$ cat src/rtl/io_write_buffer_pkg.sv
// -----------------------------------------------------------------------------
// io_write_buffer_pkg
// Shared bus parameters for the memory-mapped I/O write buffer: CPU word
// width, byte width, the decoded address width and the two I/O addresses.
// Also provides the bus-cycle decoder used by io_write_buffer.
// -----------------------------------------------------------------------------
package io_write_buffer_pkg;

    localparam int XLEN     = 32;   // CPU address width
    localparam int BYTE_W   = 8;    // width of one I/O data byte
    localparam int DECODE_W = 18;   // only cpu_a[17:0] is decoded

    localparam logic [DECODE_W-1:0] IO_DATA_ADDR_DFLT = 18'h30000;
    localparam logic [DECODE_W-1:0] IO_HALT_ADDR_DFLT = 18'h30004;

    // Classification of one CPU bus cycle as seen by the buffer.
    typedef enum logic [1:0] {
        BUS_IGNORE = 2'd0,  // idle, read, paused CPU or ordinary RAM traffic
        BUS_DATA   = 2'd1,  // byte write to the UART data address
        BUS_HALT   = 2'd2   // program-halt request
    } bus_op_e;

    function automatic bus_op_e decode_bus(
        input logic                rdy,
        input logic                wr,
        input logic [DECODE_W-1:0] addr,
        input logic [DECODE_W-1:0] data_addr,
        input logic [DECODE_W-1:0] halt_addr
    );
        decode_bus = BUS_IGNORE;
        if (rdy && wr) begin
            if (addr == data_addr) begin
                decode_bus = BUS_DATA;
            end else if (addr == halt_addr) begin
                decode_bus = BUS_HALT;
            end
        end
    endfunction

endpackage

$ cat src/rtl/io_write_buffer_sync_fifo.sv
// -----------------------------------------------------------------------------
// io_write_buffer_sync_fifo
// Single-clock FIFO, 2**DEPTH_WIDTH entries of WIDTH bits. Head data is shown
// straight from the storage array, so the reader sees a byte the cycle after
// it was pushed into an empty FIFO.
//
// Ports:
//   clk_i         clock
//   rst_i         asynchronous active-high reset (pointers and count only)
//   push_i        write data_i at tail; accepted when not full, or when a pop
//                 happens in the same cycle
//   pop_i         drop the head entry; ignored when empty
//   data_i        write data
//   data_o        head entry, 0 while empty
//   count_o       current occupancy
//   count_next_o  occupancy after this cycle's push/pop
//   empty_o       count_o == 0
//   full_o        count_o == depth
// -----------------------------------------------------------------------------
module io_write_buffer_sync_fifo #(
    parameter int WIDTH       = 8,
    parameter int DEPTH_WIDTH = 4
) (
    input  logic                   clk_i,
    input  logic                   rst_i,
    input  logic                   push_i,
    input  logic                   pop_i,
    input  logic [WIDTH-1:0]       data_i,
    output logic [WIDTH-1:0]       data_o,
    output logic [DEPTH_WIDTH:0]   count_o,
    output logic [DEPTH_WIDTH:0]   count_next_o,
    output logic                   empty_o,
    output logic                   full_o
);

    localparam int                 DEPTH     = 1 << DEPTH_WIDTH;
    localparam logic [DEPTH_WIDTH:0] DEPTH_CNT = (DEPTH_WIDTH + 1)'(DEPTH);

    logic [WIDTH-1:0]       mem_q [DEPTH];
    logic [DEPTH_WIDTH-1:0] head_q, head_d;
    logic [DEPTH_WIDTH-1:0] tail_q, tail_d;
    logic [DEPTH_WIDTH:0]   count_q, count_d;
    logic                   do_push, do_pop;

    assign empty_o = (count_q == '0);
    assign full_o  = (count_q == DEPTH_CNT);

    // A push into a full FIFO is legal when the head leaves in the same cycle:
    // the slot being written is the one being vacated.
    assign do_pop  = pop_i && !empty_o;
    assign do_push = push_i && (!full_o || do_pop);

    // NOTE: every signal written in always_comb gets a default first, so no
    // path through the block leaves it unassigned and no latch is inferred.
    always_comb begin
        head_d  = head_q;
        tail_d  = tail_q;
        count_d = count_q;
        if (do_pop) begin
            head_d = head_q + 1'b1;   // wraps naturally at DEPTH
        end
        if (do_push) begin
            tail_d = tail_q + 1'b1;
        end
        unique case ({do_push, do_pop})
            2'b10:   count_d = count_q + 1'b1;
            2'b01:   count_d = count_q - 1'b1;
            default: count_d = count_q;
        endcase
    end

    // NOTE: sequential state uses non-blocking assignments so every register
    // samples the pre-edge values, independent of statement order.
    always_ff @(posedge clk_i or posedge rst_i) begin
        if (rst_i) begin
            head_q  <= '0;
            tail_q  <= '0;
            count_q <= '0;
        end else begin
            head_q  <= head_d;
            tail_q  <= tail_d;
            count_q <= count_d;
        end
    end

    // NOTE: the storage array is deliberately not reset; count gates every
    // read, so stale contents are never observed and the array can map to RAM.
    always_ff @(posedge clk_i) begin
        if (do_push) begin
            mem_q[tail_q] <= data_i;
        end
    end

    assign data_o       = empty_o ? '0 : mem_q[head_q];
    assign count_o      = count_q;
    assign count_next_o = count_d;

endmodule

$ cat src/rtl/io_write_buffer.sv
// -----------------------------------------------------------------------------
// io_write_buffer
// Sits on the CPU memory bus beside RAM. Byte writes to IO_DATA_ADDR are queued
// in a FIFO that drains to the UART transmitter over valid/ready; a write to
// IO_HALT_ADDR raises halt once every queued byte has left.
//
// Ports:
//   clk_in          system clock
//   rst_in          asynchronous active-high reset
//   rdy_in          CPU bus is only sampled while high
//   cpu_dout        CPU write data
//   cpu_a           CPU address, bits [17:0] decoded
//   cpu_wr          CPU write strobe
//   tx_ready        transmitter takes the head byte this cycle
//   tx_valid        head byte valid (registered state only)
//   tx_data         head byte
//   io_buffer_full  back-pressure to the CPU, registered
//   overflow        sticky: a byte was dropped on a full FIFO
//   halt            sticky: halt requested and FIFO drained
//
// Build option: define IO_BUF_STATS_EN to add the tx_count (bytes sent) and
// full_cycles (cycles with io_buffer_full high) 32-bit wrapping counters.
// -----------------------------------------------------------------------------
module io_write_buffer
    import io_write_buffer_pkg::*;
#(
    parameter int                  DEPTH_WIDTH  = 4,
    parameter int                  FULL_MARGIN  = 2,
    parameter logic [DECODE_W-1:0] IO_DATA_ADDR = IO_DATA_ADDR_DFLT,
    parameter logic [DECODE_W-1:0] IO_HALT_ADDR = IO_HALT_ADDR_DFLT
) (
    input  logic              clk_in,
    input  logic              rst_in,
    input  logic              rdy_in,
    input  logic [BYTE_W-1:0] cpu_dout,
    input  logic [XLEN-1:0]   cpu_a,
    input  logic              cpu_wr,
    input  logic              tx_ready,
    output logic              tx_valid,
    output logic [BYTE_W-1:0] tx_data,
    output logic              io_buffer_full,
    output logic              overflow,
    output logic              halt
`ifdef IO_BUF_STATS_EN
    ,
    output logic [31:0]       tx_count,
    output logic [31:0]       full_cycles
`endif
);

    localparam int DEPTH = 1 << DEPTH_WIDTH;
    // Threshold leaves FULL_MARGIN slots for writes the CPU has already
    // committed before it sees back-pressure.
    localparam logic [DEPTH_WIDTH:0] FULL_THRESH = (DEPTH_WIDTH + 1)'(DEPTH - FULL_MARGIN);

    bus_op_e              bus_op;
    logic                 push_req, halt_req, pop;
    logic [DEPTH_WIDTH:0] count, count_next;
    logic                 fifo_empty, fifo_full;
    logic                 unused_addr_bits;

    logic overflow_q, overflow_d;
    logic halt_pending_q, halt_pending_d;
    logic halt_q, halt_d;
    logic full_q, full_d;

    assign bus_op   = decode_bus(rdy_in, cpu_wr, cpu_a[DECODE_W-1:0], IO_DATA_ADDR, IO_HALT_ADDR);
    assign push_req = (bus_op == BUS_DATA);
    assign halt_req = (bus_op == BUS_HALT);
    assign unused_addr_bits = ^cpu_a[XLEN-1:DECODE_W];

    // Draining does not depend on rdy_in: the UART keeps going while the CPU
    // is stalled.
    assign tx_valid = !fifo_empty;
    assign pop      = tx_valid && tx_ready;

    io_write_buffer_sync_fifo #(
        .WIDTH       (BYTE_W),
        .DEPTH_WIDTH (DEPTH_WIDTH)
    ) u_fifo (
        .clk_i        (clk_in),
        .rst_i        (rst_in),
        .push_i       (push_req),
        .pop_i        (pop),
        .data_i       (cpu_dout),
        .data_o       (tx_data),
        .count_o      (count),
        .count_next_o (count_next),
        .empty_o      (fifo_empty),
        .full_o       (fifo_full)
    );

    always_comb begin
        overflow_d     = overflow_q | (push_req && fifo_full && !pop);
        halt_pending_d = halt_pending_q | halt_req;
        // A push in the same cycle means the FIFO is not really drained yet.
        halt_d         = halt_q | (halt_pending_q && (count == '0) && !push_req);
        full_d         = (count_next >= FULL_THRESH);
    end

    always_ff @(posedge clk_in or posedge rst_in) begin
        if (rst_in) begin
            overflow_q     <= 1'b0;
            halt_pending_q <= 1'b0;
            halt_q         <= 1'b0;
            full_q         <= 1'b0;
        end else begin
            overflow_q     <= overflow_d;
            halt_pending_q <= halt_pending_d;
            halt_q         <= halt_d;
            full_q         <= full_d;
        end
    end

    assign io_buffer_full = full_q;
    assign overflow       = overflow_q;
    assign halt           = halt_q;

`ifdef IO_BUF_STATS_EN
    logic [31:0] tx_count_q, full_cycles_q;

    always_ff @(posedge clk_in or posedge rst_in) begin
        if (rst_in) begin
            tx_count_q    <= '0;
            full_cycles_q <= '0;
        end else begin
            if (pop) begin
                tx_count_q <= tx_count_q + 32'd1;
            end
            if (full_q) begin
                full_cycles_q <= full_cycles_q + 32'd1;
            end
        end
    end

    assign tx_count    = tx_count_q;
    assign full_cycles = full_cycles_q;
`endif

endmodule

$ cat config.mk
export PLATFORM = sky130hd
export DESIGN_NAME = io_write_buffer
export DESIGN_NICKNAME = d
export VERILOG_FILES = /design/src/rtl/io_write_buffer_pkg.sv /design/src/rtl/io_write_buffer_sync_fifo.sv /design/src/rtl/io_write_buffer.sv
export SDC_FILE = /design/constraint.sdc
export NUM_CORES = 1
export LEC_CHECK = 0
export BUFFER_PORTS_ARGS = -buffer_cell sky130_fd_sc_hd__buf_2
export CAP_MARGIN = 20
export CORE_ASPECT_RATIO = 0.9
export CORE_MARGIN = 2
export CORE_UTILIZATION = 59
export CTS_CLUSTER_DIAMETER = 80
export CTS_CLUSTER_SIZE = 14
export DETAILED_ROUTE_END_ITERATION = 7
export PLACE_DENSITY_LB_ADDON = 0.15
export SYNTH_ARGS = -nofsm -noshare
export SYNTH_HDL_FRONTEND = slang
export SYNTH_SLANG_ARGS = --single-unit
$ cat constraint.sdc
create_clock -name clk_in -period 3.74 [get_ports clk_in]
set_input_delay 0.374 -clock clk_in [delete_from_list [all_inputs] [get_ports clk_in]]
set_output_delay 0.374 -clock clk_in [all_outputs]
set_load 0.1 [all_outputs]
After elaboration in Yosys (flattened, before gate mapping) --
Memories as Yosys holds them, arrays and structs flattened. Cells that the tools add are included.
Word-level totals: bits in writable memories 128, bits in read-only memories 0, input port bits 45, flip-flop bits (word level) 17, latch bits 0, memories 1
Operators by class: shift-type cells 0, div/mod/pow operators 0, reduce and logical (&&, ||, !) cells 14, $lt $le $gt $ge 1, add/sub/neg operators 4, bitwise logic cells 3, eq/ne operators 7, multiply operators 0, multiplexer cells 7
Memory list:
- u_fifo.mem_q | words 16, bits a word 8, read ports 1, clocked after Yosys merged registers in 0, write ports 1, RTL line io_write_buffer_sync_fifo.sv:39 | logic [WIDTH-1:0] mem_q [DEPTH];
Operators with widths (number):
- equality test 18 bit (second input constant) | 2
- case mux 5 bit (2 select lines) | 1
- adder 4 x 1 -> 4 bit (second input constant) | 2
- logical AND 1 bit | 8
- two-way mux 8 bit | 1
- two-way mux 2 bit | 3
- adder 5 x 1 -> 5 bit (second input constant) | 1
- equality test 5 bit (second input constant) | 1
- greater-or-equal comparator 5 x 4 -> 1 bit (second input constant) | 1
- logical NOT 5 bit | 1
- subtractor 5 x 1 -> 5 bit (second input constant) | 1
- equality test 2 x 1 -> 1 bit (second input constant) | 2
- equality test 2 bit (second input constant) | 2
- logical NOT 1 bit | 4
- bitwise OR 1 bit | 3
- two-way mux 1 bit | 2
- logical OR 1 bit | 1

Logic depth before layout (Yosys ltp) --
depth in word-level cells 9, gate-level depth with buffers 14, depth with buffers taken out 12

Modules after synthesis --
Synthesis repeated with hierarchy kept, for this count alone.
Second synthesis, totals: cells, all modules 326, area total of the unflattened synthesis 6119.6 sq um
By module, submodules not included:
- io_write_buffer_sync_fifo | times used 1, area each 5833.1 sq um, seq. area each 4169.0 sq um, cells an instance 298
- io_write_buffer | times used 1, area each 286.5 sq um, seq. area each 100.1 sq um, cells an instance 28

Least setup slack after synthesis --
OpenSTA, ideal clock, no wires.
kind register to register, from register u_fifo.count_q[1] (netlist: u_fifo.count_o[1]), to register full_q (netlist: io_buffer_full), period minus slack after synthesis 3.306 ns, data arrival time 3.187 ns, buffers on the path 2, slack 0.434 ns, stages on the path, launching flop included 15, path through dfrtp_1 clkbuf_1 or4_1 nor3b_2 nor4_4 inv_1 ha_1 clkbuf_1 xor2_1 ha_1 a21oi_1 or3b_2 a31oi_1 xor2_1 a31o_1
On the way: word-level cells in the longest chain between the ends 9, elaborated cells between the ends (all ways) 14, classes of those cells 2 x add/sub; 1 x order compare; 3 x eq/ne; 1 x mux; 7 x reduce/logical
RTL lines:
- from (decl) | RTL line io_write_buffer_sync_fifo.sv:42 | logic [DEPTH_WIDTH:0] count_q, count_d;
- from (signal assigned) | RTL line io_write_buffer_sync_fifo.sv:82 | count_q <= count_d;
- logical NOT 5 bit | RTL line io_write_buffer_sync_fifo.sv:45 | assign empty_o = (count_q == '0);
- logical NOT 1 bit | RTL line io_write_buffer_sync_fifo.sv:50, io_write_buffer.sv:74
- logical AND 1 bit | RTL line io_write_buffer.sv:75 | assign pop = tx_valid && tx_ready;
- logical AND 1 bit | RTL line io_write_buffer_sync_fifo.sv:50 | assign do_pop = pop_i && !empty_o;
- logical OR 1 bit | RTL line io_write_buffer_sync_fifo.sv:51 | assign do_push = push_i && (!full_o || do_pop);
- logical AND 1 bit | RTL line io_write_buffer_sync_fifo.sv:51
- equality test 2 x 1 -> 1 bit / equality test 2 bit (equally long branches) | RTL line io_write_buffer_sync_fifo.sv:65 | unique case ({do_push, do_pop})
- case mux 5 bit (2 select lines) * | RTL line io_write_buffer_sync_fifo.sv:65
- via count_next[4] | RTL line io_write_buffer.sv:58 | logic [DEPTH_WIDTH:0] count, count_next;
- greater-or-equal comparator 5 x 4 -> 1 bit * | RTL line io_write_buffer.sv:98 | full_d = (count_next >= FULL_THRESH);
- via full_d | RTL line io_write_buffer.sv:65 | logic full_q, full_d;
- to (signal assigned) | RTL line io_write_buffer.sv:111 | full_q <= full_d;
- to (decl) | RTL line io_write_buffer.sv:65
Mark *: on every way through the listed nets, which the timed path passes. The rest lies on a longest branch. A chain may end at the register's enable or synchronous reset.

Final worst setup path --
Same ends and word-level chain as after synthesis.

==> results.ini <==
[status]
outcome=completed

[clocking]
htreeDepth=4
clk_pin_slew_ns=0.06
worstSkewPairLatency_ns=0.53
cts_tree=yes
root_buffer=clkbuf_8
cts_buffers=17
ctsResizeCount=0
ctsHoldBuffers=1
clock_path_buffers=2
post-cts-setup-buffers=0
clock-sinks=145

[yosys]
syn-mean-instance-area_um2=19.84
ys_types=40
synth.yosys.warnings=0
synth_seq_area_share_pct=71.74
synth_ff_type=edfxtp_1
ys_ff_latch=145
postSynthCellCount=300
syn_area_um2=5951
synthArstFlopShare_pct=11.72
syn_nets=353
synth_edf_count=128

[cells_and_area]
final_cell_mix=128 x edfxtp_1, 42 x buf_2, 38 x mux4_2, 22 x clkbuf_16, 19 x buf_4
final_util_pct=72.01
layout_commonest_cell=edfxtp_1
fin_cells=504
synthToLayoutAreaGrowth_pct=17.89
drive_gt1_share_pct=36.34
fin_nets=417

[global_routing]
track_usage_pct=24.67
grt_pass1_wl_mm=18.37
grt_pass1_vias=3086
antenna_found_initial=1
grt_max_degree=36
grt_overflow=0

[route]
via_per_inst=6.002
drtAntennaViolNets=0
drt_first_pass_iters=5
drtIter0Drc=245
wl_per_cell_um=23.91
drc=0
drt-total-wl_mm=12.05
vias=3025

[job]
maxCapViolCount=0

[timing]
holdWs_ns=0.1368
clock_skew_ns=0.009396
rsz0062_at_grt=no
drv_slew=0
period_minus_slack_ns=3.515
fmax_mhz=284.5
fin_crit_sh_pct=93.99
fin_tns_setup_ns=0
tightest_slew_ns=0.9305
setup_violations=0
hold_viol=0
relSlewSlack_pct=37.74

[floorplan]
pin_count=57
die_w_um=109.9
die_area_um2=10910
coreArea_um2=9742
initial_core_util_pct=61.08
rows=34
fp.dieH_um=99.28

[critical_path]
slowest_delay_ns=0.58
crit_type=flip-flop to flip-flop
reg2reg_depth=12
path_cells=or4_1 -> nor3b_2 -> nor4_4 -> inv_1 -> ha_1 -> xor2_1 -> ha_1 -> a21oi_1 -> or3b_2 -> a31oi_1 -> xor2_1 -> a31o_1
reg2reg_from=u_fifo.count_o[1]
endpoint_kind=flip-flop
crit_fanout=8
cp.required_ns=4.21
slowest_stage=or4_1
cp-start-kind=flip-flop
crit_start=u_fifo.count_o[1]
cp.arrival_ns=3.98

[power]
p_seq_share_pct=36.3
combinationalPowerShare_pct=32.1
p_leak_nw=2.443
clockPowerShare_pct=31.6
p_sw_share_pct=35.58
irDropWorstVdd_mv=0.6972
power.internal_w=0.003576
cellPowerDensity_nw_per_um2=791.3
p_sw_w=0.001975

[place]
routabilityCongestion=0.8002
port_buffers=42
place_inst=470
hpwlAfterDp_mm=7.054

[hold_path]
hp-class=input port to flip-flop
min_path_cells=2
hold_path_startpoint=cpu_a[2]

==> logic make-up (layout without fill, tap and decap cells) <==
| logic type | after synthesis | count (layout) | share of synthesized area [%] |
|---|---|---|---|
| AOI/OAI and AO/OA | 13 | 13 | 1.451 |
| xor gates and xnor gates | 12 | 12 | 1.766 |
| adders and majority gates | 8 | 8 | 1.682 |
| buffers and inverters | 22 | 99 | 2.060 |
| DFF | 145 | 145 | 71.74 |
| muxes | 42 | 42 | 15.64 |
| other | 0 | 1 | 0 |
| and+or+nand+nor | 58 | 58 | 5.656 |
==> critical path, delay by kind of cell, from the launching register on <==
kind	cells	cell delay, ns
XOR/XNOR	2	0.47
buffers and inverters	1	0.08
adder cells (fa/ha/maj)	2	0.57
AO/OA/AOI/OAI	3	0.44
flip-flops	1	0.46
AND/OR/NAND/NOR	4	1.42
==> per-stage QoR <==
step	instance area, um^2	power, W	setup slack, ns
3_3_place_gp	6360	0.003811	0.4307
2_1_floorplan	5951	0.003567	0.4338
5_1_grt	7013	0.005761	0.03698
6_report	7015	0.005551	0.2246
4_1_cts	7013	0.005589	0.2500
3_5_place_dp	6360	0.003827	0.3365
==> cell type report <==
type / count / area, um^2
flip-flops and latches: 145 / 4272
fillers: 581 / 2726
multi-input cells: 133 / 1559
clock buffers: 26 / 595.6
repair buffers: 62 / 362.8
well taps: 126 / 157.7
clock inverters: 6 / 47.55
inverters: 5 / 18.77
diodes: 1 / 2.502
==> path summary, 6_finish.rpt <==
check | to | slack [ns]
min in group asynchronous | halt_pending_q | 0.52
hold / removal | halt_pending_q | 0.14
setup reg to reg | io_buffer_full | 0.22
max in group asynchronous | u_fifo.head_q[0] | 2.72
hold reg to reg | halt | 0.47
setup / recovery | io_buffer_full | 0.22
==> flip-flops by register name (all words and copies together) (netlist names) <==
| name | flops |
|---|---|
| u_fifo.head_q | 4 |
| u_fifo.mem_q | 128 |
| u_fifo.count_o | 5 |
| overflow | 1 |
| halt_pending_q | 1 |
| io_buffer_full | 1 |
| halt | 1 |
| u_fifo.tail_q | 4 |
==> synth_stat cells, types with 2 or more instances <==
cell type  number  area, um^2
nand2_1         8       30.03
nand3_1         2       10.01
dfrtp_1        17       425.4
buf_6           3       33.78
a21oi_1         3       15.01
mux4_2         38       855.8
buf_1           4       15.01
nor2_1         15       56.30
xnor2_1         7       61.31
clkbuf_1        8       30.03
nor2b_1        10       62.56
nor4b_1         3       26.28
mux4_1          2       52.55
ha_1            8       100.1
nand2b_1        3       18.77
nand4_1         2       12.51
xor2_1          5       43.79
inv_1           5       18.77
edfxtp_1      128        3844
a21o_1          4       30.03
nor3_1          6       30.03
==> power by group through the flow <==
stage               logic [W]  clock network (W)  registers, W
floorplan             0.00164                  0       0.00192
global placement      0.00177                  0       0.00204
detailed placement    0.00178                  0       0.00205
CTS                   0.00180            0.00177       0.00201
global route          0.00189            0.00184       0.00203
finish                0.00178            0.00175       0.00201
==> routing by layer <==
layer / up-vias / share of wire (%) / GRT usage, %
li1: 1334 / - / -
met1: 1545 / 43 / 35.26
met2: 126 / 49 / 36.67
met3: 20 / 6.9 / 7.536
met4: 0 / 2.0 / 8.666
met5: - / 0 / 0
(Power assumes the default switching activity.)
